File: src/rtl/cpu_ctrl_pkg.sv
// Shared definitions for the hardwired control sequencer.
// Holds the datapath sizes, IR field positions, opcode encodings,
// the sequencer state encoding and the ALU select bundle.
package cpu_ctrl_pkg;

   localparam int BITS      = 32;
   localparam int REGISTERS = 16;

   localparam int OP_MSB = 31;
   localparam int OP_LSB = 27;
   localparam int RA_MSB = 26;
   localparam int RA_LSB = 23;
   localparam int RB_MSB = 22;
   localparam int RB_LSB = 19;
   localparam int RC_MSB = 18;
   localparam int RC_LSB = 15;

   typedef logic [4:0] opcode_t;

   localparam opcode_t OP_ADD    = 5'b00011;
   localparam opcode_t OP_SUB    = 5'b00100;
   localparam opcode_t OP_SHR    = 5'b00101;
   localparam opcode_t OP_SHL    = 5'b00110;
   localparam opcode_t OP_ROR    = 5'b00111;
   localparam opcode_t OP_ROL    = 5'b01000;
   localparam opcode_t OP_AND    = 5'b01001;
   localparam opcode_t OP_OR     = 5'b01010;
   localparam opcode_t OP_MUL    = 5'b01110;
   localparam opcode_t OP_DIV    = 5'b01111;
   localparam opcode_t OP_NEGATE = 5'b10000;
   localparam opcode_t OP_NOT    = 5'b10001;

   // T0..T5 take the natural 3-bit codes; IDLE and HALT use the two spare codes.
   typedef enum logic [2:0] {
      ST_T0   = 3'd0,
      ST_T1   = 3'd1,
      ST_T2   = 3'd2,
      ST_T3   = 3'd3,
      ST_T4   = 3'd4,
      ST_T5   = 3'd5,
      ST_IDLE = 3'd6,
      ST_HALT = 3'd7
   } state_t;

   // Field order matches the strobe order ADD..NOT used by the top level.
   typedef struct packed {
      logic add;
      logic sub;
      logic mul;
      logic div;
      logic shr;
      logic shl;
      logic ror;
      logic rol;
      logic and_op;
      logic or_op;
      logic negate;
      logic not_op;
   } alu_sel_t;

   function automatic logic [REGISTERS-1:0] reg_onehot(input logic [3:0] idx);
      logic [REGISTERS-1:0] v;
      v      = '0;
      v[idx] = 1'b1;
      return v;
   endfunction

endpackage

File: src/rtl/control_unit_if.sv
// Strobe bus between the control sequencer and the datapath.
// master: sequencer side (drives strobes, receives run/mem_ready/IRVal).
// slave : datapath/environment side.
interface control_unit_if;
   import cpu_ctrl_pkg::*;

   logic                 run;
   logic                 mem_ready;
   logic [BITS-1:0]      IRVal;

   logic                 PCout, MARin, IncPC, RZin, RZout, PCin;
   logic                 Read, MDRin, MDRout, IRin, RYin, HILOin;
   logic [REGISTERS-1:0] GPRin, GPRout;
   logic                 ADD, SUB, MUL, DIV, SHR, SHL, ROR, ROL;
   logic                 AND, OR, NEGATE, NOT;
   logic                 halted, illegal;

   modport master (
      input  run, mem_ready, IRVal,
      output PCout, MARin, IncPC, RZin, RZout, PCin,
      output Read, MDRin, MDRout, IRin, RYin, HILOin,
      output GPRin, GPRout,
      output ADD, SUB, MUL, DIV, SHR, SHL, ROR, ROL, AND, OR, NEGATE, NOT,
      output halted, illegal
   );

   modport slave (
      output run, mem_ready, IRVal,
      input  PCout, MARin, IncPC, RZin, RZout, PCin,
      input  Read, MDRin, MDRout, IRin, RYin, HILOin,
      input  GPRin, GPRout,
      input  ADD, SUB, MUL, DIV, SHR, SHL, ROR, ROL, AND, OR, NEGATE, NOT,
      input  halted, illegal
   );

endinterface

File: src/rtl/ir_decode.sv
// Combinational instruction decode.
// Ports:
//   ir_val     in   instruction register contents
//   is_binary  out  two-operand op (Rb, Rc), includes MUL/DIV
//   is_unary   out  NEGATE/NOT (Rb only)
//   is_muldiv  out  MUL/DIV, result goes to HI/LO
//   is_illegal out  opcode not in the supported set
//   alu_sel    out  one-hot ALU select (all zero when illegal)
//   ra_oh/rb_oh/rc_oh out  one-hot register selects from the IR fields
module ir_decode
   import cpu_ctrl_pkg::*;
(
   input  logic [BITS-1:0]      ir_val,
   output logic                 is_binary,
   output logic                 is_unary,
   output logic                 is_muldiv,
   output logic                 is_illegal,
   output alu_sel_t             alu_sel,
   output logic [REGISTERS-1:0] ra_oh,
   output logic [REGISTERS-1:0] rb_oh,
   output logic [REGISTERS-1:0] rc_oh
);

   opcode_t opcode;
   logic    unused_low_bits;

   assign opcode          = ir_val[OP_MSB:OP_LSB];
   assign unused_low_bits = ^ir_val[RC_LSB-1:0];

   assign ra_oh = reg_onehot(ir_val[RA_MSB:RA_LSB]);
   assign rb_oh = reg_onehot(ir_val[RB_MSB:RB_LSB]);
   assign rc_oh = reg_onehot(ir_val[RC_MSB:RC_LSB]);

   always_comb begin
      alu_sel    = '0;
      is_binary  = 1'b1;
      is_unary   = 1'b0;
      is_muldiv  = 1'b0;
      is_illegal = 1'b0;
      case (opcode)
         OP_ADD:    alu_sel.add    = 1'b1;
         OP_SUB:    alu_sel.sub    = 1'b1;
         OP_SHR:    alu_sel.shr    = 1'b1;
         OP_SHL:    alu_sel.shl    = 1'b1;
         OP_ROR:    alu_sel.ror    = 1'b1;
         OP_ROL:    alu_sel.rol    = 1'b1;
         OP_AND:    alu_sel.and_op = 1'b1;
         OP_OR:     alu_sel.or_op  = 1'b1;
         OP_MUL: begin
            alu_sel.mul = 1'b1;
            is_muldiv   = 1'b1;
         end
         OP_DIV: begin
            alu_sel.div = 1'b1;
            is_muldiv   = 1'b1;
         end
         OP_NEGATE: begin
            alu_sel.negate = 1'b1;
            is_binary      = 1'b0;
            is_unary       = 1'b1;
         end
         OP_NOT: begin
            alu_sel.not_op = 1'b1;
            is_binary      = 1'b0;
            is_unary       = 1'b1;
         end
         default: begin
            is_binary  = 1'b0;
            is_illegal = 1'b1;
         end
      endcase
   end

endmodule

File: src/rtl/control_unit.sv
// Hardwired control sequencer for the register-to-register datapath.
// Each instruction: fetch T0-T2 (stalling in T1 on mem_ready), then
// execute T3-T5 decoded from IRVal. Illegal opcodes park the FSM in HALT.
// Ports:
//   clk    in  system clock
//   reset  in  asynchronous active-high reset
//   bus    control_unit_if.master: run/mem_ready/IRVal in, all strobes out
//
// state | meaning
// IDLE  | waiting for run, no strobes
// T0    | PC -> MAR, RZ <= PC+1
// T1    | memory read; wait for mem_ready, then RZ -> PC
// T2    | MDR -> IR
// T3    | decode; Rb -> RY for ops that use RY
// T4    | ALU op into RZ
// T5    | write back RZ to Ra, or RZ to HI/LO for MUL/DIV
// HALT  | illegal opcode seen; only reset leaves
module control_unit
   import cpu_ctrl_pkg::*;
(
   input  logic           clk,
   input  logic           reset,
   control_unit_if.master bus
);

   state_t               state;
   logic                 illegal_q;

   logic                 is_binary;
   logic                 is_unary;
   logic                 is_muldiv;
   logic                 is_illegal;
   alu_sel_t             alu_sel;
   logic [REGISTERS-1:0] ra_oh;
   logic [REGISTERS-1:0] rb_oh;
   logic [REGISTERS-1:0] rc_oh;

   ir_decode u_ir_decode (
      .ir_val     (bus.IRVal),
      .is_binary  (is_binary),
      .is_unary   (is_unary),
      .is_muldiv  (is_muldiv),
      .is_illegal (is_illegal),
      .alu_sel    (alu_sel),
      .ra_oh      (ra_oh),
      .rb_oh      (rb_oh),
      .rc_oh      (rc_oh)
   );

   always_ff @(posedge clk or posedge reset) begin
      if (reset) begin
         state     <= ST_IDLE;
         illegal_q <= 1'b0;
      end else begin
         case (state)
            ST_IDLE: if (bus.run) state <= ST_T0;
            ST_T0:   state <= ST_T1;
            ST_T1:   if (bus.mem_ready) state <= ST_T2;
            ST_T2:   state <= ST_T3;
            ST_T3: begin
               if (is_illegal) begin
                  state     <= ST_HALT;
                  illegal_q <= 1'b1;
               end else begin
                  state <= ST_T4;
               end
            end
            ST_T4:   state <= ST_T5;
            ST_T5:   state <= bus.run ? ST_T0 : ST_IDLE;
            ST_HALT: state <= ST_HALT;
            default: state <= ST_IDLE;
         endcase
      end
   end

   // Strobes depend on state and on the IR the datapath currently holds,
   // so T3 already sees the instruction loaded at the end of T2.
   always_comb begin
      bus.PCout  = 1'b0;
      bus.MARin  = 1'b0;
      bus.IncPC  = 1'b0;
      bus.RZin   = 1'b0;
      bus.RZout  = 1'b0;
      bus.PCin   = 1'b0;
      bus.Read   = 1'b0;
      bus.MDRin  = 1'b0;
      bus.MDRout = 1'b0;
      bus.IRin   = 1'b0;
      bus.RYin   = 1'b0;
      bus.HILOin = 1'b0;
      bus.GPRin  = '0;
      bus.GPRout = '0;
      {bus.ADD, bus.SUB, bus.MUL, bus.DIV, bus.SHR, bus.SHL,
       bus.ROR, bus.ROL, bus.AND, bus.OR, bus.NEGATE, bus.NOT} = '0;
      bus.halted  = 1'b0;
      bus.illegal = illegal_q;
      case (state)
         ST_T0: begin
            bus.PCout = 1'b1;
            bus.MARin = 1'b1;
            bus.IncPC = 1'b1;
            bus.RZin  = 1'b1;
         end
         ST_T1: begin
            bus.RZout = 1'b1;
            bus.Read  = 1'b1;
            bus.MDRin = 1'b1;
            // PC is loaded only on the cycle the read completes.
            bus.PCin  = bus.mem_ready;
         end
         ST_T2: begin
            bus.MDRout = 1'b1;
            bus.IRin   = 1'b1;
         end
         ST_T3: begin
            if (is_binary) begin
               bus.GPRout = rb_oh;
               bus.RYin   = 1'b1;
            end
         end
         ST_T4: begin
            bus.RZin = 1'b1;
            {bus.ADD, bus.SUB, bus.MUL, bus.DIV, bus.SHR, bus.SHL,
             bus.ROR, bus.ROL, bus.AND, bus.OR, bus.NEGATE, bus.NOT} = alu_sel;
            if (is_binary) begin
               bus.GPRout = rc_oh;
            end else if (is_unary) begin
               bus.GPRout = rb_oh;
            end
         end
         ST_T5: begin
            if (is_muldiv) begin
               bus.HILOin = 1'b1;
            end else begin
               bus.RZout = 1'b1;
               bus.GPRin = ra_oh;
            end
         end
         ST_HALT: bus.halted = 1'b1;
         default: ;
      endcase
   end

endmodule

File: src/flat_wrapper.sv
// flat-port wrapper written by rule: the top's interface ports become plain ports
module control_unit_flat import cpu_ctrl_pkg::*;
  (clk, reset, bus_run, bus_mem_ready, bus_IRVal, bus_PCout, bus_MARin, bus_IncPC, bus_RZin, bus_RZout, bus_PCin, bus_Read, bus_MDRin, bus_MDRout, bus_IRin, bus_RYin, bus_HILOin, bus_GPRin, bus_GPRout, bus_ADD, bus_SUB, bus_MUL, bus_DIV, bus_SHR, bus_SHL, bus_ROR, bus_ROL, bus_AND, bus_OR, bus_NEGATE, bus_NOT, bus_halted, bus_illegal);
  control_unit_if bus_i ();
  input  logic clk;
  input  logic reset;
  input wire logic [$bits(bus_i.run)-1:0] bus_run;
  input wire logic [$bits(bus_i.mem_ready)-1:0] bus_mem_ready;
  input wire logic [$bits(bus_i.IRVal)-1:0] bus_IRVal;
  output wire logic [$bits(bus_i.PCout)-1:0] bus_PCout;
  output wire logic [$bits(bus_i.MARin)-1:0] bus_MARin;
  output wire logic [$bits(bus_i.IncPC)-1:0] bus_IncPC;
  output wire logic [$bits(bus_i.RZin)-1:0] bus_RZin;
  output wire logic [$bits(bus_i.RZout)-1:0] bus_RZout;
  output wire logic [$bits(bus_i.PCin)-1:0] bus_PCin;
  output wire logic [$bits(bus_i.Read)-1:0] bus_Read;
  output wire logic [$bits(bus_i.MDRin)-1:0] bus_MDRin;
  output wire logic [$bits(bus_i.MDRout)-1:0] bus_MDRout;
  output wire logic [$bits(bus_i.IRin)-1:0] bus_IRin;
  output wire logic [$bits(bus_i.RYin)-1:0] bus_RYin;
  output wire logic [$bits(bus_i.HILOin)-1:0] bus_HILOin;
  output wire logic [$bits(bus_i.GPRin)-1:0] bus_GPRin;
  output wire logic [$bits(bus_i.GPRout)-1:0] bus_GPRout;
  output wire logic [$bits(bus_i.ADD)-1:0] bus_ADD;
  output wire logic [$bits(bus_i.SUB)-1:0] bus_SUB;
  output wire logic [$bits(bus_i.MUL)-1:0] bus_MUL;
  output wire logic [$bits(bus_i.DIV)-1:0] bus_DIV;
  output wire logic [$bits(bus_i.SHR)-1:0] bus_SHR;
  output wire logic [$bits(bus_i.SHL)-1:0] bus_SHL;
  output wire logic [$bits(bus_i.ROR)-1:0] bus_ROR;
  output wire logic [$bits(bus_i.ROL)-1:0] bus_ROL;
  output wire logic [$bits(bus_i.AND)-1:0] bus_AND;
  output wire logic [$bits(bus_i.OR)-1:0] bus_OR;
  output wire logic [$bits(bus_i.NEGATE)-1:0] bus_NEGATE;
  output wire logic [$bits(bus_i.NOT)-1:0] bus_NOT;
  output wire logic [$bits(bus_i.halted)-1:0] bus_halted;
  output wire logic [$bits(bus_i.illegal)-1:0] bus_illegal;
  assign bus_i.run = bus_run;
  assign bus_i.mem_ready = bus_mem_ready;
  assign bus_i.IRVal = bus_IRVal;
  assign bus_PCout = bus_i.PCout;
  assign bus_MARin = bus_i.MARin;
  assign bus_IncPC = bus_i.IncPC;
  assign bus_RZin = bus_i.RZin;
  assign bus_RZout = bus_i.RZout;
  assign bus_PCin = bus_i.PCin;
  assign bus_Read = bus_i.Read;
  assign bus_MDRin = bus_i.MDRin;
  assign bus_MDRout = bus_i.MDRout;
  assign bus_IRin = bus_i.IRin;
  assign bus_RYin = bus_i.RYin;
  assign bus_HILOin = bus_i.HILOin;
  assign bus_GPRin = bus_i.GPRin;
  assign bus_GPRout = bus_i.GPRout;
  assign bus_ADD = bus_i.ADD;
  assign bus_SUB = bus_i.SUB;
  assign bus_MUL = bus_i.MUL;
  assign bus_DIV = bus_i.DIV;
  assign bus_SHR = bus_i.SHR;
  assign bus_SHL = bus_i.SHL;
  assign bus_ROR = bus_i.ROR;
  assign bus_ROL = bus_i.ROL;
  assign bus_AND = bus_i.AND;
  assign bus_OR = bus_i.OR;
  assign bus_NEGATE = bus_i.NEGATE;
  assign bus_NOT = bus_i.NOT;
  assign bus_halted = bus_i.halted;
  assign bus_illegal = bus_i.illegal;
  control_unit u_core (.clk(clk), .reset(reset), .bus(bus_i));
endmodule
File: config.mk
export PLATFORM = sky130hd
export DESIGN_NAME = control_unit_flat
export DESIGN_NICKNAME = d
export VERILOG_FILES = /design/src/rtl/cpu_ctrl_pkg.sv /design/src/rtl/control_unit_if.sv /design/src/rtl/ir_decode.sv /design/src/rtl/control_unit.sv /design/src/flat_wrapper.sv
export SDC_FILE = /design/constraint.sdc
export NUM_CORES = 1
export LEC_CHECK = 0
export BUFFER_PORTS_ARGS = -buffer_cell sky130_fd_sc_hd__buf_2
export CORE_MARGIN = 2
export CORE_UTILIZATION = 33
export CTS_BUF_LIST = sky130_fd_sc_hd__clkbuf_8
export DETAILED_ROUTE_END_ITERATION = 10
export PLACE_DENSITY = 0.83
export SYNTH_ARGS = -nofsm -noshare
export SYNTH_HDL_FRONTEND = slang
export SYNTH_SLANG_ARGS = --single-unit
File: constraint.sdc
create_clock -name clk -period 1.4 [get_ports clk]
set_input_delay 0.14 -clock clk [delete_from_list [all_inputs] [get_ports clk]]
set_output_delay 0.14 -clock clk [all_outputs]
set_load 0.02 [all_outputs]
[Word level (Yosys, flattened, before mapping)]
Index checks and enable logic that the tools add are counted.
Storage, ports and cells
  output and inout port bits: 58
  flip-flop bits (word level): 4
  input port bits: 36
  logic and storage cells: 97
Cells by class
  magnitude comparators: 6
  reduce and logical (&&, ||, !) cells: 11
  muxes and demuxes: 56
  equal/unequal tests: 21
  bitwise operators: 1
Operator list (number)
  $mux 16: 5
  $mux 1: 41
  $pmux 16 s2: 1
  $eq 5x4->1 const B: 5
  $pmux 3 s8: 1
  $eq 5x3->1 const B: 4
  $lt 4x5->1 const B: 3
  $demux 1 s4: 3
  $eq 3x3->1 const B: 4
  $ge 4x1->1 const B: 3
  $reduce_or 12->1: 1
  $eq 5x5->1 const B: 2
  $reduce_or 10->1: 1
  $mux 3: 3
  $eq 3x2->1 const B: 2
  $reduce_or 2->1: 3
  $eq 5x2->1 const B: 1
  $ne 2x2->1 const B: 2
  $reduce_and 2->1: 2
  $eq 3x1->1 const B: 1
  $logic_and 1x1->1: 3
  $logic_not 3->1: 1
  $mux 2: 1
  $pmux 1 s2: 1
  $not 1->1: 1

[Logic depth before layout (Yosys ltp)]
Gate-level depths: netlist of the first run.
  word-level depth: 7
  gate-level depth with buffers: 6
  mapped depth without buffers: 4

[Modules after synthesis]
Synthesis of the first run repeated with hierarchy kept, for this count alone.
Unflattened totals
  cell total of the unflattened synthesis: 195
  area, all modules: 1266.2 µm²
Modules (own cells, without submodules)
  control_unit: times used 1, cells an instance 90, area an instance 710.7 µm², sequential area each 102.6 µm²
  ir_decode: times used 1, cells an instance 105, area an instance 555.5 µm², sequential area each 0.0 µm²

[Worst setup path before layout of the first run]
No wires, ideal clock.
  kind: register to output
  from: reg u_core.state[2]
  to: out bus_OR
  buffers on the path: 0
  slack: -451 ps
  stages on the path, launching flop included: 4
  data required time: 1260 ps
  arrival time: 1711 ps
  path through: dfstp_2 nor3b_2 nand2b_1 nor4_1
On the way
  word-level cells in the longest chain between the ends: 2
Ends and longest elaborated chain
  start, declared: RTL line control_unit.sv:26  | state_t state;
  start signal, assigned: RTL line control_unit.sv:69  | ST_T5: state <= bus.run ? ST_T0 : ST_IDLE;
  $eq 3x3->1: RTL line control_unit.sv:97  | case (state)
  $mux 1: RTL line control_unit.sv:97
  end, declared: RTL line flat_wrapper.sv:33  | output wire logic [$bits(bus_i.OR)-1:0] bus_OR;
Every way passes these cells.

[Final worst setup path of the first run]
  from: reg u_core.state[2]
  to: out bus_GPRout[2]
On the way
  word-level cells in the longest chain between the ends: 2
  elaborated cells between the ends (all ways): 3
  those cells by class: eq/ne (2); mux (1)
Ends and longest elaborated chain
  $eq 3x3->1 or $eq 3x2->1 (tied branches): RTL line control_unit.sv:97
  $pmux 16 s2 *: RTL line control_unit.sv:97
  end, declared: RTL line flat_wrapper.sv:23  | output wire logic [$bits(bus_i.GPRout)-1:0] bus_GPRout;
Mark *: on every way between the ends. The rest lies on a longest branch, timed or not.

==> results of run 1 <==
[state kept, by name (all words and copies together), names as in the netlist]
register and flops:
u_core.bus.illegal 1, u_core.state 3
[stage by stage]
stage	cell area [sq um]	total power [uW]	setup slack, ns
finish	2480	2450	-0.655
global route	2480	2520	-0.723
CTS	2330	2070	-0.509
detailed placement	1870	1500	-0.316
global placement	1870	1480	-0.286
floorplan	1300	1120	-0.244
[report_power, final]
group	total, uW	leakage (uW)	internal, uW	switching (uW)
Combinational	1970	0.000932	872	1090
Clock	234	0.0000216	183	51.6
Sequential	246	0.0000406	184	62.7
[timing repair]
action | in CTS | in global routing
setup buffers | 8 | 4
hold buffers | 1 | 0
resized for setup | 102 | 32
endpoints found under the hold margin | 2 | 0
setup endpoints to repair | 51 | 58
pin swaps | 15 | 7
[metal layers]
layer / part of all wire / global-route usage / up-vias
met5: 0 / 0 / -
met4: 0.060 / 0.0831 / 0
met3: 0.080 / 0.0204 / 36
met2: 0.52 / 0.528 / 149
met1: 0.34 / 0.297 / 838
li1: - / - / 756
[path summary, 6_finish.rpt]
check / end / slack, ns
setup / recovery: bus_GPRout[2] / -0.66
hold / removal: u_core.state[2] / 0.28
setup reg to reg: u_core.state[1] / -0.03
hold reg to reg: u_core.bus.illegal / 0.55
max in group asynchronous: u_core.state[1] / 0.83
min in group asynchronous: u_core.state[0] / 0.35
[worst max-delay path, cell delays in order (launching register included)]
cell and delay (ns):
dfstp_2 0.54, nor3b_4 0.26, buf_4 0.17, nand4_1 0.23, o22ai_1 0.31, buf_4 0.19
[final cells by class]
class,instances,area [sq um],share of cell area
Clock buffer,3,41.3,0.0167
Inverter,2,7.51,0.00303
Multi-Input combinational cell,131,1260,0.507
Sequential cell,4,103,0.0414
Tap cell,31,38.8,0.0157
Timing Repair Buffer,117,1030,0.416
[layout by cell type, fill, tap and decap left out, types with 2 or more instances in the layout]
master    count
buf_6        52
buf_4        34
buf_2        28
nor2_4       20
nand2_1      16
nor2_1        9
nor3_4        8
nand3_1       7
o22ai_4       7
nor2b_1       6
o22ai_1       5
o22ai_2       5
nand4_1       4
nand2b_1      4
nand3b_1      3
nand3_4       3
clkbuf_8      3
nor2_2        2
and3_1        2
inv_1         2
a21oi_1       2
nand2b_4      2
nor3b_4       2
buf_12        2
dfrtp_1       2
dfstp_2       2
[logic make-up (layout without fill, tap and decap cells)]
group / count (synthesis) / after routing / synth area share
buffers and inverters: 13 / 122 / 0.0939
AND/OR/NAND/NOR: 102 / 102 / 0.567
AO/OA/AOI/OAI: 28 / 28 / 0.221
flip-flops: 4 / 4 / 0.108
XOR/XNOR: 1 / 1 / 0.00926
==> impl_results.md, run 1 <==
- Synth Register Bits: 4
- Post-Syn Nets: ~180
- Worst vdd rail ir drop: approximately 1400 uV
- Kind of critical path: flop to output pin
- Clock Tree Buf Depth: 2
- Die X: between 50 and 60 um
- Top cell type's share of synthesized area: 0.119
- Max Fanout on Critical Path: 5
- Failing checks: setup timing
- Layout cell share with drive strength beyond 1: 0.735
- Fmax: between 0.4 and 0.5 GHz
- Hold depth: 4
- Avg Cell Area, Syn: between 6 and 7 sq um
- Port bufs: 78
- DP HPWL: slightly below 3000 um
- Largest net degree at the start of global routing: 17
- Clock skew: 0.00131 ns
- Cells after Synth: between 100 and 150
- Nature of the critical path startpoint: flop
- PD cells: between 900 and 1000 mW/mm^2
- Drt total wl: 6820 um
- Hold Path Class: primary input to flop
- TritonCTS clock tree: built
- DIE AREA: between 0.003 and 0.004 sq mm
- Worst EP arrival: between 1.5 and 2 ns
- Die H: 57.5 um
- Crit. End Element: output pin
- Yosys warns: 0
- Worst hold start: bus_run
- Nets@finish: approximately 300
- Via count: between 1500 and 2000
- Tmin final: a little over 2 ns
- Detailed Routing Iterations Pass 1: 5
- CTS clk-pin slew, worst paths: about 0.030 ns
- Synth-to-Final Area Change: 162%
- Floorplan row count: 19
- Initial drt markers: 104
- Setup TNS: -22.02 ns
- Placer Congestion: approximately 0.80
- Synth top cells by count: 30 x nor2_1, 17 x nand2_1, 17 x o22ai_1, 10 x nand3_1, 9 x nor3_1
- Sequential area share after synthesis: 0.108
- Total CTS buffers: 3
- Final cell count without fillers: 288
- Unrepaired setup endpoints after global routing: true
- Fillers: 107
- Vias in the first global route: 1558
- Worst setup startpoint: u_core.state[2]
- Skew-Pair Late Insertion Delay: 0.21 ns
- Worst Path Required: roughly 1.3 ns
- Total gr overflow: 0
- Reg2Reg Depth: 5
- Yosys cell types: 40
- Core Area: roughly 0.0027 sq mm
- Final setup viols: between 50 and 60
- CTS H-tree depth: 1
- Max-cap violations: 0
- FFs w/ async S/R, synth: 1.00
- Clk sinks: 4
- Pleak: approximately 0.00099 uW
- Worst-Margin Slew: about 0.47 ns
- CTS root buffer: clkbuf_8
- Cell taking the most area after synthesis: nor2_1
- Leading post-synthesis cells by cell area: nor2_1 12%, o22ai_1 11%, nand2_1 6.7%, dfstp_2 5.6%, dfrtp_1 5.3%
- Top FF cell, synth: dfstp_2
- Final worst setup slack: -0.655 ns
- Drt via density: 6.18
- DRC: 0
- Synthesized area: 946 sq um
- Post-route ant nets: 0
- Slew Limit Fails: 0
- Slew Limit Headroom: 0.690
- Initial antenna violation count: 0
- Initial Util: 0.346
- Crit share post-route: 1.47
- Status: complete, but fails checks
- Hold WS: approximately 0.28 ns
- WL per Instance: between 20 and 25 um
- Ant. Diodes: 0
- Placed cell count: 275
- Gr usage total: 0.268
- Final core utilization: 0.906
- # IOs: between 90 and 100
- Most common cell in the synthesized netlist: nor2_1
- First-pass GRT wire length: 7150 um
- Reg2reg start: u_core.state[2]
- Fin. Hold Viols: 0
- EDFF count, synth: 0
No activity file was read; power rests on OpenSTA's default activity.
==> inputs of run 2 (changes only) <==
Settings changed: CORE_UTILIZATION 33 to 30, PLACE_DENSITY 0.83 to 0.77.
==> run 2 against run 1 <==
The flow still finishes with violations (setup timing); core utilization fell by 1.4 points; die area rose by 9.3%; flip-flop and latch count did not move; critical path depth rose by 3; clock skew rose by 0.0011 ns; combinational power rose by 5%; non-clock buffer count rose by 2; global-route usage rose by 1.2 points; power rose by 5.2%; cell count rose by 5.6%; sequential share of layout area fell by 0.35 points.
==> impl_results.md, run 2 (synthesis results as in run 1) <==
- Synth-to-Final Area Change: 186%
- Kind of critical path: flop to output pin
- CTS root buffer: clkbuf_8
- Final worst setup slack: -0.656 ns (-0.000336 ns)
- Crit. End Element: output pin
- Detailed Routing Iterations Pass 1: 4 (-1)
- Nature of the critical path startpoint: flop
- Vias in the first global route: 1685 (+8.2%)
- Largest delay contributor family on the critical path: simple AND/OR/NAND/NOR gates
- Crit share post-route: 1.47 (about the same)
- Failing checks: setup timing
- Largest net degree at the start of global routing: 17 (unchanged)
- Drt total wl: 5910 um (-13%)
- Final setup viols: 58 (+1.8%)
- Worst-Margin Slew: 0.499 ns (+0.0338 ns)
- GRT met1 Usage: 0.277 (-0.0207)
- DIE AREA: 0.00362 sq mm (+9.3%)
- Die X: 60.2 um (+4.5%)
- # IOs: 94 (unchanged)
- Status: complete, but fails checks
- Pleak: 0.00103 uW (+3.8%)
- Final cell count without fillers: 304 (+5.6%)
- Clock skew: 0.00243 ns (+0.00111 ns)
- Worst EP arrival: 1.92 ns (about the same)
- DRC: 0 (unchanged)
- Total CTS buffers: 3 (unchanged)
- CTS clk-pin slew, worst paths: 0.03 ns (about the same)
- Via count: 1669 (-6.2%)
- Busiest grt layer: met2
- Fmax: 0.486 GHz (about the same)
- Core Area: 0.00303 sq mm (+11%)
- TritonCTS clock tree: built
- Cells along the critical path: buf_4 -> nand3b_1 -> buf_6 -> nor2_4 -> buf_6 -> nand3_4 -> nor3_4 -> buf_6
- First-pass GRT wire length: 7770 um (+8.7%)
- Initial Util: 0.312 (-0.0336)
- Port bufs: 78 (unchanged)
- Met2 usage: 0.579 (+0.0516)
- Placer Congestion: 0.811 (+1.1%)
- Floorplan row count: 20 (+1)
- Clk sinks: 4 (unchanged)
- Crit-path max cell delay: 0.54 ns (about the same)
- Unrepaired setup endpoints after global routing: true
- Worst Path Required: 1.26 ns (about the same)
- Worst vdd rail ir drop: 717 uV (-49%)
- Nets@finish: 297 (+0.68%)
- WL per Instance: 19.5 um (-18%)
- Slowest-stage cell, CP: dfstp_2
- Hold Path Class: primary input to flop
- Drt via density: 5.49 (-11%)
- Layout cell share with drive strength beyond 1: 0.758 (+0.0223)
- PD cells: 953 mW/mm^2 (-3.5%)
- CTS H-tree depth: 1 (unchanged)
- Clock Tree Buf Depth: 2 (unchanged)
- Skew-Pair Late Insertion Delay: 0.22 ns (about the same)
- Initial drt markers: 93 (-11%)
- Commonest non-fill, non-tap cell in the layout: buf_6
- Met3 Use GR: 0.0325 (+0.0121)
- Slew Limit Fails: 0 (unchanged)
- Initial antenna violation count: 0 (unchanged)
- Slew Limit Headroom: 0.667 (-0.0225)
- Total Power: 2580 uW (+5.2%)
- Most frequent cells in the layout: 70 x buf_6, 24 x buf_4, 21 x buf_2, 18 x nor2_4, 15 x o22ai_4
- Crit-path most repeated cell: buf_6
- Tmin final: 2.06 ns (+0.000336 ns)
- Max Fanout on Critical Path: 4 (-1)
- Placed cell count: 290 (+5.5%)
- Max reg flops: 3 (unchanged)
- Worst Path Buf+Inv: 4 (+2)
- Fin. Hold Viols: 0 (unchanged)
- Die H: 60.2 um (+4.5%)
- Register with the most flip-flops: u_core.state
- Gr usage total: 0.280 (+0.0122)
- Post-route ant nets: 0 (unchanged)
- Ant. Diodes: 0 (unchanged)
- Max-cap violations: 0 (unchanged)
- Post-place setup slack: -0.404 ns (-0.0882 ns)
- Total gr overflow: 0 (unchanged)
- DP HPWL: 3030 um (+3.8%)
[run 2: cell count changes in the layout (fill, tap and decap cells not counted), sizes merged]
cell,before,now
inv,2,3
buf,116,118
[run 2: through the flow]
stage               setup TNS, ns   util  instance area (sq um)  hold WS (ns)
global placement           -10.46  0.628                   1900        0.0235
detailed placement         -11.77  0.628                   1900        0.0257
floorplan                   -6.74      -                   1300       -0.0954
global route               -27.28  0.893                   2700         0.327
finish                     -23.77  0.893                   2700         0.300
CTS                        -19.32  0.821                   2490         0.233
[run 2: layout make-up]
type | instances | area, sq um
clock inverter | 1 | 3.75
fill | 119 | 325
sequential | 4 | 103
clock buffer | 3 | 41.3
tap | 44 | 55.1
multi-input combinational | 131 | 1360
timing repair buffer | 119 | 1130
inverter | 2 | 7.51
[run 2: where the power goes]
group | total (uW) | internal (uW) | switching [uW]
Clock | 251 | 187 | 63.7
Combinational | 2070 | 962 | 1110
Sequential | 249 | 184 | 65.1
Total | 2580 | 1330 | 1240
[run 2: routing by layer]
layer  part of all wire  vias to the layer above  routed length (um)
met5                  0                        -                   0
met4              0.044                        0                 263
met3              0.063                       26                 375
met2               0.56                       97                3310
met1               0.33                      782                1960
li1                   -                      764                   -
[run 2: tightest hold or removal path, delay by kind of cell]
family | cells | cell delay [ns]
AO/OA/AOI/OAI | 1 | 0.10
buffers and inverters | 1 | 0.11
AND/OR/NAND/NOR | 2 | 0.15
[run 2: timing repair]
action | 4_1_cts | 5_1_grt
endpoints found under the setup margin | 52 | 56
hold buffers | 1 | 0
resized for setup | 134 | 45
endpoints found under the hold margin | 2 | 0
buffers inserted | 8 | 5
pin swaps | 12 | 7
[run 2: worst paths after layout]
kind,from,endpoint,slack (ns),cells after the start
setup / recovery,u_core.state[2],bus_GPRin[3],-0.66,8
hold / removal,bus_run,u_core.state[2],0.30,4
setup reg to reg,u_core.state[2],u_core.state[1],-0.07,5
hold reg to reg,u_core.bus.illegal,u_core.bus.illegal,0.47,1
max in group asynchronous,reset,u_core.state[2],0.81,3
min in group asynchronous,reset,u_core.state[0],0.36,3
